$ cat config.mk
export PLATFORM = sky130hd
export DESIGN_NAME = keypad_scanner
export DESIGN_NICKNAME = d
export VERILOG_FILES = /design/src/rtl/calc_kbd_pkg.sv /design/src/rtl/row_sync.sv /design/src/rtl/keypad_scanner.sv
export SDC_FILE = /design/constraint.sdc
export NUM_CORES = 1
export LEC_CHECK = 0
export BUFFER_PORTS_ARGS = -buffer_cell sky130_fd_sc_hd__clkbuf_2
export CORE_UTILIZATION = 54
export CTS_CLUSTER_SIZE = 8
export DETAILED_ROUTE_END_ITERATION = 8
export HOLD_SLACK_MARGIN = 0.15
export PLACE_DENSITY = 0.86
export SYNTH_ARGS = -nofsm -noshare
export SYNTH_HDL_FRONTEND = slang
export SYNTH_SLANG_ARGS = --single-unit
$ cat constraint.sdc
create_clock -name clk -period 2.1 [get_ports clk]
set_input_delay 0.105 -clock clk [delete_from_list [all_inputs] [get_ports clk]]
set_output_delay 0.105 -clock clk [all_outputs]
set_load 0.02 [all_outputs]
$ cat src/rtl/calc_kbd_pkg.sv
// Shared types and constants for the calculator keypad scanner.
// Key codes follow a 7-8-9-/ top-row layout with code = row*4 + col.
package calc_kbd_pkg;

    localparam int unsigned NUM_ROWS = 4;
    localparam int unsigned NUM_COLS = 4;

    typedef enum logic [1:0] {
        StScan,
        StPressDb,
        StHeld,
        StRelDb
    } kbd_state_e;

    localparam logic [3:0] KEY_7   = 4'd0;
    localparam logic [3:0] KEY_8   = 4'd1;
    localparam logic [3:0] KEY_9   = 4'd2;
    localparam logic [3:0] KEY_DIV = 4'd3;
    localparam logic [3:0] KEY_4   = 4'd4;
    localparam logic [3:0] KEY_5   = 4'd5;
    localparam logic [3:0] KEY_6   = 4'd6;
    localparam logic [3:0] KEY_MUL = 4'd7;
    localparam logic [3:0] KEY_1   = 4'd8;
    localparam logic [3:0] KEY_2   = 4'd9;
    localparam logic [3:0] KEY_3   = 4'd10;
    localparam logic [3:0] KEY_SUB = 4'd11;
    localparam logic [3:0] KEY_CLR = 4'd12;
    localparam logic [3:0] KEY_0   = 4'd13;
    localparam logic [3:0] KEY_EQ  = 4'd14;
    localparam logic [3:0] KEY_ADD = 4'd15;

    // Index of the lowest-numbered active-low row; row 0 wins ties.
    function automatic logic [1:0] first_low_row(input logic [NUM_ROWS-1:0] rows);
        logic [1:0] idx;
        idx = 2'd0;
        for (int i = NUM_ROWS - 1; i >= 0; i--) begin
            if (!rows[i]) idx = 2'(i);
        end
        return idx;
    endfunction

endpackage

$ cat src/rtl/row_sync.sv
// Two-flop synchroniser for the asynchronous keypad row lines.
// Flops reset to 1 so the rows read as idle out of reset.
module row_sync
    import calc_kbd_pkg::*;
#(
    parameter int unsigned Width = NUM_ROWS
) (
    input  logic             clk,
    input  logic             rst_n,
    input  logic [Width-1:0] d_i,
    output logic [Width-1:0] q_o
);

    logic [Width-1:0] meta_q;
    logic [Width-1:0] sync_q;

    always_ff @(posedge clk or negedge rst_n) begin
        if (!rst_n) begin
            meta_q <= '1;
            sync_q <= '1;
        end else begin
            meta_q <= d_i;
            sync_q <= meta_q;
        end
    end

    assign q_o = sync_q;

endmodule

$ cat src/rtl/keypad_scanner.sv
// 4x4 keypad scanner with press/release debounce and a one-cycle key strobe.
// Define KEYPAD_REPEAT_EN to enable auto-repeat strobes while a key is held.
module keypad_scanner
    import calc_kbd_pkg::*;
#(
    parameter int unsigned SCAN_DIV     = 1000,
    parameter int unsigned DEBOUNCE_CNT = 50000,
    parameter int unsigned REPEAT_CNT   = 25000000
) (
    input  logic                clk,
    input  logic                rst_n,
    input  logic [NUM_ROWS-1:0] row_n,
    output logic [NUM_COLS-1:0] col_n,
    output logic [3:0]          key_code,
    output logic                key_valid,
    output logic                key_held
);

    localparam int unsigned DwellW = $clog2(SCAN_DIV + 1);
    localparam int unsigned DbW    = $clog2(DEBOUNCE_CNT + 1);

    logic [NUM_ROWS-1:0] row_s;

    kbd_state_e  state_q, state_d;
    logic [1:0]  col_q, col_d;
    logic [1:0]  row_q, row_d;
    logic [DwellW-1:0] dwell_q, dwell_d;
    logic [DbW-1:0]    db_q, db_d;
    logic [3:0]  code_q, code_d;
    logic        valid_q, valid_d;
    logic        held_q, held_d;
    logic        row_hit;

`ifdef KEYPAD_REPEAT_EN
    localparam int unsigned RptW = $clog2(DEBOUNCE_CNT + REPEAT_CNT + 1);
    logic [RptW-1:0] rpt_q, rpt_d, rpt_lim;
    logic            rpt_first_q, rpt_first_d;
`else
    logic unused_repeat;
    assign unused_repeat = ^REPEAT_CNT;
`endif

    row_sync #(
        .Width(NUM_ROWS)
    ) u_row_sync (
        .clk  (clk),
        .rst_n(rst_n),
        .d_i  (row_n),
        .q_o  (row_s)
    );

    // The latched row is held low by the frozen column.
    assign row_hit = ~row_s[row_q];

`ifdef KEYPAD_REPEAT_EN
    // First repeat waits out the press debounce as well as one repeat period.
    assign rpt_lim = rpt_first_q ? RptW'(DEBOUNCE_CNT + REPEAT_CNT - 1) : RptW'(REPEAT_CNT - 1);
`endif

    always_comb begin
        state_d = state_q;
        col_d   = col_q;
        row_d   = row_q;
        dwell_d = dwell_q;
        db_d    = db_q;
        code_d  = code_q;
        valid_d = 1'b0;
        held_d  = held_q;
`ifdef KEYPAD_REPEAT_EN
        rpt_d       = rpt_q;
        rpt_first_d = rpt_first_q;
`endif
        unique case (state_q)
            StScan: begin
                if (dwell_q == DwellW'(SCAN_DIV - 1)) begin
                    dwell_d = '0;
                    if (row_s == 4'hF) begin
                        col_d = col_q + 2'd1;
                    end else begin
                        row_d   = first_low_row(row_s);
                        db_d    = '0;
                        state_d = StPressDb;
                    end
                end else begin
                    dwell_d = dwell_q + DwellW'(1);
                end
            end
            StPressDb: begin
                if (!row_hit) begin
                    state_d = StScan;
                    col_d   = col_q + 2'd1;
                    dwell_d = '0;
                end else if (db_q == DbW'(DEBOUNCE_CNT)) begin
                    state_d = StHeld;
                    code_d  = {row_q, col_q};
                    valid_d = 1'b1;
                    held_d  = 1'b1;
`ifdef KEYPAD_REPEAT_EN
                    rpt_d       = '0;
                    rpt_first_d = 1'b1;
`endif
                end else begin
                    db_d = db_q + DbW'(1);
                end
            end
            StHeld: begin
                if (!row_hit) begin
                    state_d = StRelDb;
                    db_d    = '0;
`ifdef KEYPAD_REPEAT_EN
                    rpt_d   = '0;
                end else if (rpt_q == rpt_lim) begin
                    valid_d     = 1'b1;
                    rpt_d       = '0;
                    rpt_first_d = 1'b0;
                end else begin
                    rpt_d = rpt_q + RptW'(1);
`endif
                end
            end
            StRelDb: begin
                if (row_hit) begin
                    state_d = StHeld;
                end else if (db_q == DbW'(DEBOUNCE_CNT)) begin
                    state_d = StScan;
                    held_d  = 1'b0;
                    col_d   = col_q + 2'd1;
                    dwell_d = '0;
                end else begin
                    db_d = db_q + DbW'(1);
                end
            end
            default: state_d = StScan;
        endcase
    end

    always_ff @(posedge clk or negedge rst_n) begin
        if (!rst_n) begin
            state_q <= StScan;
            col_q   <= '0;
            row_q   <= '0;
            dwell_q <= '0;
            db_q    <= '0;
            code_q  <= '0;
            valid_q <= 1'b0;
            held_q  <= 1'b0;
`ifdef KEYPAD_REPEAT_EN
            rpt_q       <= '0;
            rpt_first_q <= 1'b1;
`endif
        end else begin
            state_q <= state_d;
            col_q   <= col_d;
            row_q   <= row_d;
            dwell_q <= dwell_d;
            db_q    <= db_d;
            code_q  <= code_d;
            valid_q <= valid_d;
            held_q  <= held_d;
`ifdef KEYPAD_REPEAT_EN
            rpt_q       <= rpt_d;
            rpt_first_q <= rpt_first_d;
`endif
        end
    end

    assign col_n     = ~(4'b0001 << col_q);
    assign key_code  = code_q;
    assign key_valid = valid_q;
    assign key_held  = held_q;

endmodule

* Word-level counts from Yosys, hierarchy flattened
Cells that the tools add are included.
** Storage, ports and cells
- Bits of input ports :: 6
- Bits in registers :: 46
- Logic and storage cells :: 85
- Output and inout port bits :: 10
** Cells by class
- Muxes and demuxes :: 40
- Magnitude comparators :: 1
- Add/subtract/negate cells :: 3
- Bitwise logic cells :: 3
- Reductions and logical operators :: 10
- Equality and inequality tests :: 17
- Shifts and indexed selects :: 1
** Operator list (number)
- $mux W16 :: 6
- $pmux W16 S4 :: 1
- $mux W10 :: 4
- $mux W2 :: 16
- $pmux W10 S3 :: 1
- $ne A2 B2 Y1 const B :: 9
- $add A16 B1 Y16 const B :: 1
- $eq A16 B16 Y1 const B :: 1
- $reduce_and A5 Y1 :: 3
- $add A10 B1 Y10 const B :: 1
- $eq A10 B10 Y1 const B :: 1
- $mux W1 :: 8
- $pmux W2 S4 :: 1
- $ne A3 B3 Y1 const B :: 2
- $pmux W2 S3 :: 1
- $reduce_and A3 Y1 :: 2
- $reduce_and A6 Y1 :: 1
- $eq A2 B2 Y1 const B :: 2
- $eq A4 B4 Y1 const B :: 1
- $not A4 Y4 :: 1
- $reduce_and A4 Y1 :: 1
- $shl A1 B2 Y4 const A :: 1
- $lt A2 B3 Y1 const B :: 1
- $reduce_bool A3 Y1 :: 1
- 7 further kinds :: 8

* Depth between registers and ports, before layout
- Depth in word-level cells :: 4
- Depth in mapped cells :: 7
- Gate-level depth less buffers :: 7

* Cells and area by module
Synthesis repeated with hierarchy kept, for this count alone.
** Second synthesis, totals
- Cell total of the unflattened synthesis :: 233
- Area total of the unflattened synthesis :: 2342.2 um2
** Modules (own cells, without submodules)
- keypad_scanner :: instances 1, sequential area each 950.9 um2, area each 2132.0 um2, cells each 225
- row_sync :: instances 1, sequential area each 210.2 um2, area each 210.2 um2, cells each 8

* Least setup slack after synthesis
No wires, ideal clock.
- Path kind :: register -> register
- Start :: register db_q[7]
- End :: register code_q[0], in the netlist key_code[0]
- Setup time :: 125 ps
- Required time :: 1975 ps
- Cell stages (with the launch flop) :: 6
- Data arrival time :: 1996 ps
- Buffers on the path :: 1
- Clock period less this slack :: 2122 ps
- Path slack :: -22 ps
- Cell sequence :: dfrtp_1 -> or4_4 -> nor4_4 -> and3_1 -> buf_6 -> mux2_4
** Between the ends
- Longest elaborated chain between the ends :: 2
** Ends and longest elaborated chain
- start, declared :: line keypad_scanner.sv:28 : logic [DbW-1:0] db_q, db_d;
- start signal, assigned :: line keypad_scanner.sv:143 : db_q <= '0;
- start signal, assigned :: line keypad_scanner.sv:156 : db_q <= db_d;
- $eq A16 B16 Y1 :: line keypad_scanner.sv:93 : end else if (db_q == DbW'(DEBOUNCE_CNT)) begin
- $reduce_and A3 Y1 (no source line)
- end signal, assigned :: line keypad_scanner.sv:157 : code_q <= code_d;
- end, declared :: line keypad_scanner.sv:29 : logic [3:0] code_q, code_d;
Every way passes these cells.
A chain may end at the register's enable or synchronous reset.

* Final worst setup path
- Start :: register db_q[2]
- End :: register col_q[1]
** Between the ends
- Longest elaborated chain between the ends :: 3
** Ends and longest elaborated chain
- $eq A16 B16 Y1 :: line keypad_scanner.sv:124 : end else if (db_q == DbW'(DEBOUNCE_CNT)) begin
- $ne A2 B2 Y1 (no source line)
- $reduce_and A6 Y1 (no source line)
- end signal, assigned :: line keypad_scanner.sv:153 : col_q <= col_d;
- end, declared :: line keypad_scanner.sv:25 : logic [1:0] col_q, col_d;
Every way passes these cells.

==> run metrics <==
worst min-delay path category=in -> async; Mapped Area=0.00250 mm^2; Die Ht=70.0 um; final net count=303; Tcrit/Tclk final=0.995; die span in x=70.0 um; number of diodes=0; RePlAce Congestion=0.837; largest net degree at the start of global routing=25; GRT overflow=0; max_slew headroom=0.576; initial antenna violation count=0; commonest non-fill, non-tap cell in the layout=dfrtp_1; Avg WL per Cell=15.2 um; Worst VDD drop=0.390 mV; clock tree buffer depth=2; CP Class=reg -> reg; final hold violations=0; skew final=0.0109 ns; Leak=approximately 0.0013 uW; FF/Latch Area=0.00116 mm^2; net switching power=356 uW; CTS tree=built; Syn. warnings=0; combinational cell fraction of total power=0.034; total global-route track usage=0.237; Port Buf Inserts=15; Root Buffer=clkbuf_8; Internal Power=1280 uW; FILL cells=344; Slew Viols, Final=0; initial core utilization=0.566; Clock Pin Slew Worst Setup and Hold Paths=0.09 ns; Reg power frac=0.554; multi-input logic area=~0.0012 mm^2; Worst Setup End Kind=flop; Max-cap violations=0; H-tree levels=2; Pwr Density=560 mW/mm^2; Site Rows=24; RSZ-0062 raised after global routing=true; Crit Path Max Fanout=3; register area share after synthesis=0.464; asr flop ratio synth=1.00; worst skew pair latency=0.31 ns; status=finished clean; Synth Instances=247; Final Setup Violations=0; Final min period=2.09 ns; Ports=16; number of flops mapped to enable cells by yosys=0; fmax=0.479 GHz; most frequent cells in the layout=dfrtp_1 (38), nand2_1 (33), o21ai_0 (24); Top FF cell, synth=dfrtp_1; Synthesized Nets=260; Yosys cell types=50; first-pass GRT wire length=8.96 mm; arrival time of the worst setup path=between 2 and 2.5 ns; Post-Route Setup TNS=0 ns; DR DRC count=0; flops & latches, synth=46; dpl hpwl=3.65 mm; vias in the first global route=1970; die area=0.00491 mm^2; synth-to-layout area growth=16.9%; Initial DRT Pass Iterations=4; total wire length=5.22 mm; crit start category=flop; via count=slightly below 2000; initial DRC count=184; Clock power frac=0.413; Synth Area per Inst=10.1 um^2; Worst-Margin Slew=0.635 ns; DRT antenna net count=0; post-layout util=0.662; clock sinks=46; Worst Path Required=2.30 ns; core outline area=0.00441 mm^2; drt via density=about 5.7; share of layout cells above drive strength 1=0.254; switching share of power=0.218; Num CTS Buffers=5
-- cells by family (layout without fill, tap and decap cells) --
family,after synthesis,after routing,synth area share
compound gates,49,49,0.125
xor+xnor,16,16,0.0636
fa+ha+maj,7,7,0.0350
buf+inv,21,65,0.0536
flops,46,46,0.464
mux,9,9,0.0501
simple gates,99,99,0.208
-- stage by stage --
| step | power [uW] | worst slack (ns) | std cells | cell area (um^2) | hold WS, ns |
|---|---|---|---|---|---|
| 2_1_floorplan | 938 | 0.0166 | 247 | 2500 | -0.191 |
| 3_3_place_gp | 969 | 0.0466 | 328 | 2740 | 0.142 |
| 3_5_place_dp | 971 | 0.0283 | 328 | 2740 | 0.145 |
| 4_1_cts | 1650 | 0.000654 | 341 | 2900 | 0.337 |
| 5_1_grt | 1690 | -0.0416 | 343 | 2920 | 0.356 |
| 6_report | 1640 | 0.0113 | 343 | 2920 | 0.339 |
-- state kept, by name, summed over array words and instances (netlist names), named ones only --
| name | count |
|---|---|
| db_q | 16 |
| state_q | 1 |
| col_q | 2 |
| u_row_sync.q_o | 4 |
| key_held | 1 |
| u_row_sync.meta_q | 4 |
| row_q | 2 |
| key_code | 4 |
| key_valid | 1 |
| dwell_q | 10 |
-- power by group through the flow --
stage | clock [uW] | sequential (uW) | combinational, uW
3_5_place_dp | 0 | 922 | 48.5
5_1_grt | 723 | 907 | 61.5
3_3_place_gp | 0 | 921 | 47.2
2_1_floorplan | 0 | 921 | 17.5
4_1_cts | 690 | 905 | 55.8
6_report | 675 | 905 | 55.0
-- repair_timing --
action,CTS,global route
pin swaps,0,2
setup endpoints to repair,1,8
hold buffers,5,0
endpoints found under the hold margin,26,0
buffers inserted,0,2
resized for setup,1,4
-- layer usage --
layer | vias up | share of wire | track usage
met5 | - | 0 | 0
met4 | 0 | 0.021 | 0.118
met3 | 14 | 0.040 | 0.0548
met2 | 43 | 0.49 | 0.379
met1 | 946 | 0.45 | 0.303
li1 | 960 | - | -
-- path summary, 6_finish.rpt --
| kind | from | end | slack [ns] | cells past startpoint |
|---|---|---|---|---|
| min | rst_n | db_q[8] | 0.34 | 2 |
| min in group clk | u_row_sync.meta_q[3] | u_row_sync.q_o[3] | 0.35 | 0 |
| max | db_q[2] | col_q[1] | 0.01 | 6 |
| min reg2reg | u_row_sync.meta_q[3] | u_row_sync.q_o[3] | 0.35 | 0 |
| max reg2reg | db_q[2] | col_q[1] | 0.01 | 6 |
| max in group asynchronous | rst_n | u_row_sync.meta_q[3] | 1.13 | 3 |
-- area by class of cell --
class,count,share of cell area
flip-flops and latches,46,0.397
repair buffers,44,0.109
well taps,52,0.0223
inverters,13,0.0167
multi-input cells,180,0.417
clock inverters,3,0.0150
clock buffers,5,0.0235
-- cells in the mapped netlist (all sizes together), types with 6 or more instances --
| cell | instances | area, um^2 |
|---|---|---|
| a21oi | 10 | 61.3 |
| and3 | 8 | 51.3 |
| dfrtp | 38 | 951 |
| dfstp | 8 | 210 |
| ha | 7 | 87.6 |
| inv | 13 | 48.8 |
| mux2 | 6 | 82.6 |
| nand2 | 33 | 124 |
| nand3 | 10 | 50.1 |
| nand4 | 13 | 81.3 |
| nor2 | 16 | 60.1 |
| o21ai | 26 | 130 |
| xnor2 | 6 | 71.3 |
| xor2 | 10 | 87.6 |
-- worst max-delay path, cell delays in order (launching register included) --
cell and delay (ns):
dfrtp_1 0.38, or4_4 0.57, nor4_4 0.31, buf_4 0.18, o22ai_4 0.08, a21oi_4 0.15, mux2_4 0.31
Power figures use the tool's default switching activity.
